==> config.mk <==
export PLATFORM = sky130hd
export DESIGN_NAME = serial_add_sequencer
export DESIGN_NICKNAME = d
export VERILOG_FILES = /design/src/rtl/serial_add_pkg.sv /design/src/rtl/half_adder_cell.sv /design/src/rtl/serial_add_sequencer.sv
export SDC_FILE = /design/constraint.sdc
export NUM_CORES = 1
export LEC_CHECK = 0
export ABC_AREA = 1
export CAP_MARGIN = 20
export CORE_MARGIN = 1
export CORE_UTILIZATION = 46
export DETAILED_ROUTE_END_ITERATION = 7
export HOLD_SLACK_MARGIN = 0.08
export PLACE_DENSITY_LB_ADDON = 0.15
export SKIP_LAST_GASP = 1
export SYNTH_ARGS = -nofsm -noshare
export SYNTH_HDL_FRONTEND = slang
export SYNTH_SLANG_ARGS = --single-unit
==> constraint.sdc <==
create_clock -name clk -period 1.1 [get_ports clk]
set_input_delay 0.22 -clock clk [delete_from_list [all_inputs] [get_ports clk]]
set_output_delay 0.22 -clock clk [all_outputs]
set_load 0.05 [all_outputs]
==> src/rtl/serial_add_pkg.sv <==
// Shared types and helpers for the bit-serial add/subtract sequencer.
package serial_add_pkg;

    // Sequencer states; encoding fixed here so every user agrees on it.
    typedef enum logic [1:0] {
        ST_IDLE = 2'd0,
        ST_RUN  = 2'd1,
        ST_DONE = 2'd2
    } state_t;

    // Bit counter width for a given operand width (at least one bit).
    function automatic int cnt_width(input int width);
        return (width <= 2) ? 1 : $clog2(width);
    endfunction

endpackage

==> src/rtl/half_adder_cell.sv <==
// Combinational half adder; two of them plus an OR form one full-adder slice.
module half_adder_cell (
    input  logic x,
    input  logic y,
    output logic s,
    output logic c
);

    assign s = x ^ y;
    assign c = x & y;

endmodule

==> src/rtl/serial_add_sequencer.sv <==
// Bit-serial add/subtract engine: one full-adder slice walked LSB first over WIDTH cycles.
module serial_add_sequencer
    import serial_add_pkg::*;
#(
    parameter int WIDTH = 8
) (
    input  logic             clk,
    input  logic             rst,
    input  logic             start,
    input  logic             op_sub,
    input  logic [WIDTH-1:0] a,
    input  logic [WIDTH-1:0] b,
    output logic             ready,
    output logic             busy,
    output logic             done,
    output logic [WIDTH-1:0] sum,
    output logic             cout
);

    localparam int CNT_W = cnt_width(WIDTH);
    localparam logic [CNT_W-1:0] CNT_LAST = CNT_W'(WIDTH - 1);

    state_t           state_q;
    state_t           state_d;
    logic [WIDTH-1:0] a_sr;
    logic [WIDTH-1:0] b_sr;
    logic [WIDTH-1:0] acc;
    logic             carry;
    logic [CNT_W-1:0] cnt;
    logic [WIDTH-1:0] sum_q;
    logic             cout_q;

    logic p;
    logic g;
    logic s_bit;
    logic pc;
    logic c_next;
    logic last_bit;
    logic accept;

    // Full-adder slice on the current LSBs: propagate/generate, then fold in carry.
    half_adder_cell u_ha_pg (
        .x (a_sr[0]),
        .y (b_sr[0]),
        .s (p),
        .c (g)
    );

    half_adder_cell u_ha_sum (
        .x (p),
        .y (carry),
        .s (s_bit),
        .c (pc)
    );

    assign c_next   = g | pc;
    assign last_bit = (cnt == CNT_LAST);
    assign accept   = (state_q == ST_IDLE) && start;

    // State register.
    always_ff @(posedge clk) begin
        if (rst) begin
            state_q <= ST_IDLE;
        end else begin
            state_q <= state_d;
        end
    end

    // Next-state logic; DONE always returns to IDLE so a held start cannot skip ready.
    always_comb begin
        state_d = state_q;
        unique case (state_q)
            ST_IDLE: if (start) state_d = ST_RUN;
            ST_RUN:  if (last_bit) state_d = ST_DONE;
            ST_DONE: state_d = ST_IDLE;
            default: state_d = ST_IDLE;
        endcase
    end

    // Operand latch, serial shift, carry/count and result capture on the final bit.
    always_ff @(posedge clk) begin
        if (rst) begin
            a_sr   <= '0;
            b_sr   <= '0;
            acc    <= '0;
            carry  <= 1'b0;
            cnt    <= '0;
            sum_q  <= '0;
            cout_q <= 1'b0;
        end else if (accept) begin
            // Subtract is a + ~b + 1: the +1 enters through the initial carry.
            a_sr  <= a;
            b_sr  <= op_sub ? ~b : b;
            acc   <= '0;
            carry <= op_sub;
            cnt   <= '0;
        end else if (state_q == ST_RUN) begin
            a_sr  <= a_sr >> 1;
            b_sr  <= b_sr >> 1;
            acc   <= {s_bit, acc[WIDTH-1:1]};
            carry <= c_next;
            cnt   <= cnt + CNT_W'(1);
            if (last_bit) begin
                sum_q  <= {s_bit, acc[WIDTH-1:1]};
                cout_q <= c_next;
            end
        end
    end

    assign ready = (state_q == ST_IDLE);
    assign busy  = (state_q == ST_RUN);
    assign done  = (state_q == ST_DONE);
    assign sum   = sum_q;
    assign cout  = cout_q;

endmodule

==> impl_metrics.yaml <==
floorplan:
  core_mm2: 0.00344
  floorplan.die.width_um: 63.1
  rows: 21
  die_height_um: 63.1
  dieArea_mm2: 0.00398
  initial_utilization_pct: 49.9
  io_pins: 32
global_routing:
  global_route.overflow_total: 0
  grt_pass1_wl_um: 8630
  grtUsageMet1_pct: 32.4
  grt_antenna_before_repair: 0
  globalRouteMet3Util_pct: 5.07
  globalRouteMet2Util_pct: 49.3
  grt_pass1_vias: 1885
  pin_count_of_the_biggest_net_entering_global_routing: 16
  global_route.usage.total_pct: 28.2
  global_route.peak_usage_layer: "met2"
cells_and_area:
  syn_to_final_growth_pct: 78.9
  num_antenna_cells: 0
  nets: 336
  final_area_mm2: 0.00307
  layout_cell_share_with_drive_strength_beyond_1_pct: 43.6
outcome:
  status: "finished, violations left"
  failing_checks: "setup timing"
detailed_routing:
  drt_iter0_markers: 134
  postRouteWirelength_um: 7290
  drc_errors: 0
  antenna_left: 0
  wl_per_cell_um: 20.2
  drt_pass1_iterations: 4
  detail_route.vias_per_cell: 5.75
  vias: 2071
setup_path:
  critPathTopFamily: "flip-flops"
  cp_num_cells: 4
  r2r_start: "state_q[0]"
  worstRegToRegCells: 8
  cp_cell_sequence: "inv_2 -> nor2_4 -> buf_12 -> buf_12"
  worstPathArrival_ps: 1200
  criticalPathCategory: "reg -> out"
  startpoint: "state_q[0]"
  crit_path_start_kind: "flip-flop"
  crit_slowest_cell: "dfxtp_2"
  crit_path_end: "busy"
  end_kind: "output port"
  worst-endpoint-required_ps: 880
  cp_max_fo: 3
  setup.reg_to_reg.worst_slack_ps: -290
  worst_path_buf_inv: 3
  cpPeakStageDelay_ps: 390
  timing.critical_path.mode_cell: "buf_12"
  worstReg2RegEnd: "sum[7]"
timing:
  minimum_clock_period_after_layout_ps: 1420
  timing.slew.headroom_pct: 81.2
  drv_slew: 0
  setup_violations: 43
  unrepaired_setup_endpoints_after_global_routing: "true"
  worstMarginPinSlew_ps: 281
  min_period_over_period_pct: 129
  fin_setup_tns_ps: -7870
  finalClockSkew_ps: 13.6
  finalHoldViolations: 0
  fmaxAchievable_mhz: 705
  postLayoutSetupSlackWorst_ps: -319
placed_design:
  postPlaceCellArea_mm2: 0.00237
  io_buffer_count: 31
  place_congestion: 0.815
  dp_hpwl_um: 2800
synth:
  synth-warning-count: 0
  netlist_instances: 244
  synth_sequential_area_ratio_pct: 44.3
  synthesis.area_per_instance_um2: 7.04
  postSynthNetCount: 267
  synthesis.area_mm2: 0.00172
  synth_cell_type_count: 22
  synth-seq-cells: 38
clock_network:
  cts_htree_levels: 2
  clk_pin_slew_ps: 80
  clk_path_buf_depth: 2
  num_cts_buffers: 5
  tritoncts: "built"
  clkLatencyLatePin_ps: 320
  ctsRootBufferMaster: "clkbuf_8"
  cts.sinks: 38
job:
  maxCapViolCount: 0
min_path:
  timing.hold.worst.class: "reg -> reg"
  min_delay_path_depth: 2
power:
  powerDensity_mw_per_mm2: 1230
  vdd_ir_drop_max_mv: 0.889
  leakage_nw: 1.41
## cells by family after synthesis
kind of cell,after synthesis,share of synthesized area (%)
compound gates,26,8.16
xor+xnor,2,1.02
fa+ha+maj,3,2.62
buf+inv,26,7.14
flops,38,44.3
simple gates,149,36.7
## sequential cells by signal (all words and copies together) (netlist names)
register / flops
cout: 1
b_sr: 8
cnt: 3
carry: 1
sum: 8
a_sr: 8
acc: 7
state_q: 2
## area by class of cell
type / count / area (um2)
Sequential cell: 38 / 776
Multi-Input combinational cell: 183 / 1200
Timing Repair inverter: 1 / 7.51
Clock inverter: 3 / 68.8
Clock buffer: 5 / 68.8
Inverter: 17 / 82.6
Timing Repair Buffer: 67 / 815
Fill cell: 159 / 370
Tap cell: 46 / 57.6
## routing by layer
layer / part of all wire [%] / vias to the layer above
met4: 5.0 / 0
met2: 49 / 108
li1: - / 918
met5: 0 / -
met1: 39 / 1007
met3: 6.2 / 38
## placed cells by master (no fill, tap or decap), drive strengths merged
| cell type | netlist | layout |
|---|---|---|
| a21oi | 21 | 21 |
| a31oi | 3 | 3 |
| buf | 7 | 48 |
| bufinv | 0 | 2 |
| clkbuf | 2 | 5 |
| clkdlybuf4s50 | 0 | 19 |
| clkinv | 0 | 1 |
| clkinvlp | 0 | 2 |
| dfxtp | 38 | 38 |
| fa | 1 | 1 |
| ha | 2 | 2 |
| inv | 17 | 16 |
| nand2 | 118 | 120 |
| nand3 | 20 | 20 |
| nand3b | 5 | 5 |
| nor2 | 6 | 7 |
| o21a | 1 | 1 |
| o21ai | 1 | 1 |
| xnor2 | 1 | 1 |
| xor2 | 1 | 1 |
## cells in the mapped netlist, drive strengths merged
cell type	count	share of area, %
nand2	118	26
dfxtp	38	44
a21oi	21	6.1
nand3	20	5.8
inv	17	3.7
buf	7	3.0
nor2	6	2.6
nand3b	5	2.2
a31oi	3	1.1
clkbuf	2	0.44
ha	2	1.5
fa	1	1.2
o21a	1	0.44
o21ai	1	0.51
xnor2	1	0.51
xor2	1	0.51
## timing repair
item,in CTS,in global routing
gates resized for setup,48,71
hold buffers,0,0
cloned,4,1
setup endpoints to repair,31,45
pin swaps,13,13
setup buffers,9,6
## how the worst min path moves through the flow
stage / start / endpoint / slack, ps
after floorplan: a[7] / a_sr[7] / 360
after global placement: b_sr[5] / b_sr[5] / 450
final: a_sr[2] / a_sr[2] / 470
after CTS: b_sr[5] / b_sr[5] / 470
after global routing: a_sr[7] / a_sr[7] / 500
after detailed placement: a_sr[2] / a_sr[2] / 460
## metrics by stage
step | total power [mW] | setup WS (ps) | hold WS, ps | instances | util [%]
finish | 3.78 | -319 | 468 | 360 | 89.2
floorplan | 1.78 | -146 | 363 | 244 | -
CTS | 3.56 | -250 | 467 | 355 | 81.5
global route | 3.86 | -325 | 496 | 360 | 89.2
detailed placement | 2.02 | -311 | 455 | 334 | 68.9
global placement | 2.00 | -284 | 450 | 334 | 68.9
## worst reg2reg max path, cell delays in order (launching register included)
cell,delay [ps]
dfxtp_2,390
inv_2,90
nor2_4,160
buf_12,130
buf_12,140
nand3_4,120
clkinvlp_4,160
nand2_1,70
nand2_1,80
## power breakdown
group | switching, mW | total, mW | internal, mW
combinational | 0.433 | 0.813 | 0.380
clock | 0.576 | 1.48 | 0.909
sequential | 0.0496 | 1.48 | 1.43
total | 1.06 | 3.78 | 2.72
(Power assumes the default switching activity.)
